[src/rtl/if_id_pipe_reg.sv]
`default_nettype none
// ============================================================================
// Module      : if_id_pipe_reg
// Description : IF/ID pipeline register. A main entry drives the decode-stage
//               outputs and a skid entry absorbs one extra instruction when
//               decode stalls. in_ready comes only from registered state, so
//               there is no combinational path from id_ready back into fetch.
//               Flush clears everything. A 32-bit counter tracks deliveries.
// Revision    : 1.0 - initial release
// ============================================================================
module if_id_pipe_reg #(
    parameter int          XLEN      = 32,
    parameter logic [31:0] NOP_INSTN = 32'h0000_0000
) (
    input  logic            clk,
    input  logic            reset,
    input  logic [XLEN-1:0] inp_instn,
    input  logic [XLEN-1:0] pc_to_branch,
    input  logic [XLEN-1:0] nextpc,
    input  logic            in_valid,
    output logic            in_ready,
    input  logic            flush,
    input  logic            id_ready,
    output logic            id_valid,
    output logic [XLEN-1:0] id_instn,
    output logic [XLEN-1:0] id_pc,
    output logic [XLEN-1:0] id_nextpc,
    output logic [31:0]     deliver_count
);

    typedef enum logic [1:0] {
        S_EMPTY = 2'd0,
        S_ONE   = 2'd1,
        S_FULL  = 2'd2
    } state_t;

    localparam logic [XLEN-1:0] C_NOP = NOP_INSTN[XLEN-1:0];

    state_t          state_q, state_d;
    logic [XLEN-1:0] main_instn_q, main_instn_d;
    logic [XLEN-1:0] main_pc_q, main_pc_d;
    logic [XLEN-1:0] main_nextpc_q, main_nextpc_d;
    logic [XLEN-1:0] skid_instn_q, skid_instn_d;
    logic [XLEN-1:0] skid_pc_q, skid_pc_d;
    logic [XLEN-1:0] skid_nextpc_q, skid_nextpc_d;
    logic [31:0]     count_q, count_d;

    logic w_acc_in;
    logic w_acc_out;

    assign in_ready      = (state_q != S_FULL);
    assign id_valid      = (state_q != S_EMPTY);
    assign id_instn      = main_instn_q;
    assign id_pc         = main_pc_q;
    assign id_nextpc     = main_nextpc_q;
    assign deliver_count = count_q;

    assign w_acc_in  = in_valid & in_ready;
    assign w_acc_out = id_valid & id_ready;

    // Next-state, entry movement and delivery counting.
    always_comb begin
        state_d       = state_q;
        main_instn_d  = main_instn_q;
        main_pc_d     = main_pc_q;
        main_nextpc_d = main_nextpc_q;
        skid_instn_d  = skid_instn_q;
        skid_pc_d     = skid_pc_q;
        skid_nextpc_d = skid_nextpc_q;
        count_d       = count_q;

        if (flush) begin
            // Redirect: drop held entries and this cycle's input, no delivery.
            state_d       = S_EMPTY;
            main_instn_d  = C_NOP;
            main_pc_d     = '0;
            main_nextpc_d = '0;
            skid_instn_d  = '0;
            skid_pc_d     = '0;
            skid_nextpc_d = '0;
        end else begin
            if (w_acc_out) begin
                count_d = count_q + 32'd1;
            end
            case (state_q)
                S_EMPTY: begin
                    if (w_acc_in) begin
                        state_d       = S_ONE;
                        main_instn_d  = inp_instn;
                        main_pc_d     = pc_to_branch;
                        main_nextpc_d = nextpc;
                    end
                end
                S_ONE: begin
                    if (w_acc_in && w_acc_out) begin
                        main_instn_d  = inp_instn;
                        main_pc_d     = pc_to_branch;
                        main_nextpc_d = nextpc;
                    end else if (w_acc_in) begin
                        state_d       = S_FULL;
                        skid_instn_d  = inp_instn;
                        skid_pc_d     = pc_to_branch;
                        skid_nextpc_d = nextpc;
                    end else if (w_acc_out) begin
                        // PC fields keep their last values; only the word reverts.
                        state_d      = S_EMPTY;
                        main_instn_d = C_NOP;
                    end
                end
                S_FULL: begin
                    if (w_acc_out) begin
                        state_d       = S_ONE;
                        main_instn_d  = skid_instn_q;
                        main_pc_d     = skid_pc_q;
                        main_nextpc_d = skid_nextpc_q;
                    end
                end
                default: begin
                    state_d = S_EMPTY;
                end
            endcase
        end
    end

    // State and storage registers with synchronous reset.
    always_ff @(posedge clk) begin
        if (reset) begin
            state_q       <= S_EMPTY;
            main_instn_q  <= C_NOP;
            main_pc_q     <= '0;
            main_nextpc_q <= '0;
            skid_instn_q  <= '0;
            skid_pc_q     <= '0;
            skid_nextpc_q <= '0;
            count_q       <= '0;
        end else begin
            state_q       <= state_d;
            main_instn_q  <= main_instn_d;
            main_pc_q     <= main_pc_d;
            main_nextpc_q <= main_nextpc_d;
            skid_instn_q  <= skid_instn_d;
            skid_pc_q     <= skid_pc_d;
            skid_nextpc_q <= skid_nextpc_d;
            count_q       <= count_d;
        end
    end

endmodule
`default_nettype wire

[config.mk]
export PLATFORM = sky130hd
export DESIGN_NAME = if_id_pipe_reg
export DESIGN_NICKNAME = d
export VERILOG_FILES = /design/src/rtl/if_id_pipe_reg.sv
export SDC_FILE = /design/constraint.sdc
export NUM_CORES = 1
export LEC_CHECK = 0
export ABC_CLOCK_PERIOD_IN_PS = 3100
export CAP_MARGIN = 20
export CORE_ASPECT_RATIO = 1.4
export CORE_UTILIZATION = 25
export DETAILED_ROUTE_END_ITERATION = 7
export PLACE_DENSITY_LB_ADDON = 0.08
export SYNTH_ARGS = -nofsm -noshare
export SYNTH_HDL_FRONTEND = slang
export SYNTH_SLANG_ARGS = --single-unit
export TNS_END_PERCENT = 10
[constraint.sdc]
create_clock -name clk -period 3.1 [get_ports clk]
set_input_delay 0.465 -clock clk [delete_from_list [all_inputs] [get_ports clk]]
set_output_delay 0.465 -clock clk [all_outputs]
set_load 0.02 [all_outputs]
[After elaboration in Yosys (flattened, before gate mapping)]
Index checks and enable logic that the tools add are counted.
Operators by class
  $add $sub $neg: 1
  eq/ne operators: 10
  mux-type cells: 20
  bitwise logic cells: 4
  reduce and logical (&&, ||, !) cells: 10
Operator list (count)
  2-to-1 mux 32 bit: 11
  one-hot mux 32 bit (3 select lines): 3
  adder 32 x 1 -> 32 bit, second input constant: 1
  2-to-1 mux 2 bit: 5
  != test 2 bit, second input constant: 5
  != test 3 bit, second input constant: 3
  AND reduction 4 bit: 2
  one-hot mux 2 bit (3 select lines): 1
  AND reduction 5 bit: 1
  AND reduction 3 bit: 1
  nonzero test 3 bit: 1
  bitwise AND 1 bit: 2
  == test 2 x 1 -> 1 bit, second input constant: 1
  == test 2 bit, second input constant: 1
  zero test 2 bit: 1
  NOT 1 bit: 2
  AND reduction 2 bit: 1
  nonzero test 2 bit: 1
  OR reduction 2 bit: 1
  logical AND 1 bit: 1
Storage, ports and cells
  register bits after elaboration: 226
  bits of input ports: 101
  logic and storage cells: 53

[Logic depth before layout (Yosys ltp)]
  depth in word-level cells: 6
  depth in mapped cells: 10

[Worst setup path before layout]
Ideal clock, no wire load.
  path kind: reg-to-reg
  start point: register state_q[0]
  end point: register count_q[30], in the netlist deliver_count[30]
  data arrival time: 2024 ps
  data required time: 2979 ps
  setup slack: 955 ps
  cell stages (with the launch flop): 8
  path through: dfxtp_1 -> inv_1 -> ha_1 -> nand4bb_4 -> nor4_4 -> nand3_2 -> or3_1 -> mux2_4
Between the ends
  longest elaborated chain between the ends: 3
Ends and longest elaborated chain
  start: declaration: RTL line 39  | state_t state_q, state_d;
  start signal: assignment: RTL line 137  | state_q <= state_d;
  nonzero test 2 bit: RTL line 52  | assign id_valid = (state_q != S_EMPTY);
  bitwise AND 1 bit: RTL line 59  | assign w_acc_out = id_valid & id_ready;
  AND reduction 2 bit (no line)
  end signal: assignment: RTL line 144  | count_q <= count_d;
  end: declaration: RTL line 46  | logic [31:0] count_q, count_d;
Every way passes these cells.
A chain may end at the register's enable or synchronous reset.

[Worst setup path after layout]
  start point: register state_q[1]
  end point: output port id_valid
Between the ends
  longest elaborated chain between the ends: 1
Ends and longest elaborated chain
  nonzero test 2 bit: RTL line 52
  end: declaration: RTL line 24  | output logic id_valid,
Every way passes these cells.

==> flow_summary.yaml <==
pwr:
  powerDensity_mw_per_mm2: 562
  clock_power_share_pct: 42.0
  p_sw_mw: 1.95
  intPower_mw: 5.27
  combPwrFrac_pct: 15.5
  p_seq_share_pct: 42.5
  peakVddDrop_mv: 0.318
  leakagePower_nw: 4.25
  switching_share_pct: 27.0
detailed_routing:
  drtIter0Drc: 454
  first_pass_iters: 7
  vias: 7949
  drcViolationCount: 0
  drt-vias-per-instance: 4.57
  routed_wl_um: 27700
  detail-route-antenna-nets: 0
  wl_per_cell_um: 15.9
logic_synthesis:
  syn_area_mm2: 0.00923
  yosysMostFrequentCell: "dfxtp_1"
  synth_edf_count: 0
  synth.area.top_cells: "dfxtp_1 (49%), nand2_1 (8.6%), mux2i_1 (7.2%), nor2_1 (5.5%), a21oi_1 (5.3%)"
  synthFlopType: "dfxtp_1"
  ys_types: 43
  yosys-top-cells-count: "dfxtp_1 (226), nand2_1 (212), nor2_1 (135)"
  ys_seq_area_share_pct: 49.0
  avgSynthCellArea_um2: 8.66
  synthesis.nets: 1172
  async_flop_share_pct: 0
  yosys.area.top_type_share_pct: 49.0
  syn_inst: 1065
  synth_largest_area_cell: "dfxtp_1"
  ys_warn_count: 0
  ys_seq_elements: 226
worst_setup_path:
  timing.rr.end: "deliver_count[30]"
  start_kind: "flop"
  cp-end-kind: "output port"
  rr_worst_depth: 7
  worstSetupPathType: "flop to output port"
  path_max_fanout: 8
  r2r_start: "state_q[1]"
  crit_end: "id_valid"
  critPathLaunch: "state_q[1]"
  r2r_slack_ps: 670
  crit_arrival_ps: 2140
  required_ps: 2630
global_route:
  antenna_found_initial: 1
  first_global_vias: 7777
  grtUsageTotal_pct: 14.6
  grt_max_degree: 93
  grt_pass1_wl_um: 43600
  grt-ovfl-total: 0
timing:
  tightest_slew_ps: 708
  period_minus_slack_ps: 2610
  rsz0062_at_grt: "no"
  setup_viol: 0
  period_share_pct: 84.1
  slew_headroom_pct: 52.4
  finClkSkew_ps: 10.2
  drv_slew: 0
  finalHoldViolations: 0
  fmaxAchievable_mhz: 384
  fin_setup_tns_ps: 0
final_layout:
  drive_above_1_share_pct: 6.58
  fin_nets: 1363
  n_antenna_cell: 0
  fillCellCount: 3791
  area.growth.synth_to_final_pct: 39.1
  finish.utilization_pct: 35.5
  final_area_mm2: 0.0128
placement:
  dpl_cell_area_mm2: 0.0120
  gp_congestion: 0.749
  io_buffers: 230
  hpwl_um: 17100
clocking:
  htree_levels: 1
  cts_num_sinks: 226
  cts_hold_buf: 0
  clk_pin_slew_worst_paths_ps: 60
  cts_resized: 0
  cts_tree: "yes"
  clk_path_buf_depth: 3
  clk-insertion-delay-late_ps: 540
  cts_buffers: 26
  cts_root_buf: "clkbuf_16"
  cts_setup_buffers: 0
job:
  cap_violations: 0
min_path:
  hold_path_depth: 2
  min_path_type: "flop to flop"
  hp-start: "skid_pc_q[10]"
floorplan:
  coreArea_mm2: 0.0361
  num_rows: 82
  start_util_pct: 25.6
  ioPinCount: 231
  dieWidth_um: 164
  die_y_um: 229
  die-area_mm2: 0.0377
run_status:
  outcome: "complete, no violations"
-- power by group through the flow --
stage | combinational [mW] | sequential [mW] | clock (mW)
floorplan | 0.542 | 3.23 | 0
global placement | 1.13 | 3.13 | 0
detailed placement | 1.14 | 3.13 | 0
CTS | 1.14 | 3.07 | 3.17
global route | 1.23 | 3.08 | 3.26
finish | 1.12 | 3.07 | 3.03
-- critical path, cell delays in order, from the launching register on --
cell             delay [ps]
dfxtp_1                 430
inv_1                    90
ha_1                    280
inv_1                   160
clkdlybuf4s50_1         640
-- per-layer routing --
layer | track usage (%) | part of all wire [%]
met2 | 25.3 | 49
met4 | 4.44 | 2.2
met5 | 0 | 0.047
met3 | 3.80 | 7.0
met1 | 17.4 | 42
-- how the worst min path moves through the flow --
stage,to,slack [ps]
final,skid_pc_q[10],450
after global routing,skid_nextpc_q[23],470
after CTS,skid_nextpc_q[5],450
after detailed placement,skid_pc_q[19],450
after global placement,skid_nextpc_q[12],440
after floorplan,skid_nextpc_q[0],440
-- state kept, by name, indices dropped and copies added, names as in the netlist --
register / count
id_nextpc: 32
id_instn: 32
skid_nextpc_q: 32
id_pc: 32
state_q: 2
deliver_count: 32
skid_instn_q: 32
skid_pc_q: 32
-- logic make-up after synthesis --
logic type | share of synthesized area [%]
buffers and inverters | 4.49
flip-flops | 49.0
AND/OR/NAND/NOR | 20.6
multiplexers | 7.69
adder cells (fa/ha/maj) | 0.814
AO/OA/AOI/OAI | 15.0
XOR/XNOR | 2.37
-- cell type report --
type | count | area [um2] | share of cell area, %
clock buffers | 38 | 757 | 5.90
well taps | 462 | 578 | 4.51
multi-input cells | 749 | 4340 | 33.8
repair buffers | 248 | 2540 | 19.8
inverters | 5 | 18.8 | 0.146
flip-flops and latches | 226 | 4520 | 35.3
clock inverters | 10 | 80.1 | 0.624
-- cells in the final DEF (no fill, tap or decap), types with 4 or more instances in the layout --
cell and instances:
nor2_1 135, and4_1 5, nor3_1 34, nor2b_1 7, clkdlybuf4s50_1 230, clkbuf_1 7
a211oi_1 54, clkinv_2 7, nand2b_1 4, xnor2_1 5, nor4_1 4, and3_1 6
inv_1 5, clkbuf_16 27, nand3_1 12, dfxtp_1 226, buf_12 8, clkbuf_8 4
a221oi_1 32, a21oi_1 98, xor2_1 20, nand2_1 212, nand4_1 9, a211oi_2 10
buf_4 10, mux2i_1 66, o21ai_0 5, ha_1 5
-- through the flow --
step | hold WS, ps | std cells | worst slack (ps) | total power [mW]
2_1_floorplan | 436 | 1065 | 955 | 3.77
3_3_place_gp | 441 | 1690 | 474 | 4.27
3_5_place_dp | 446 | 1690 | 441 | 4.27
4_1_cts | 455 | 1738 | 442 | 7.38
5_1_grt | 470 | 1738 | 349 | 7.56
6_report | 452 | 1738 | 494 | 7.21
Power figures use the tool's default switching activity.
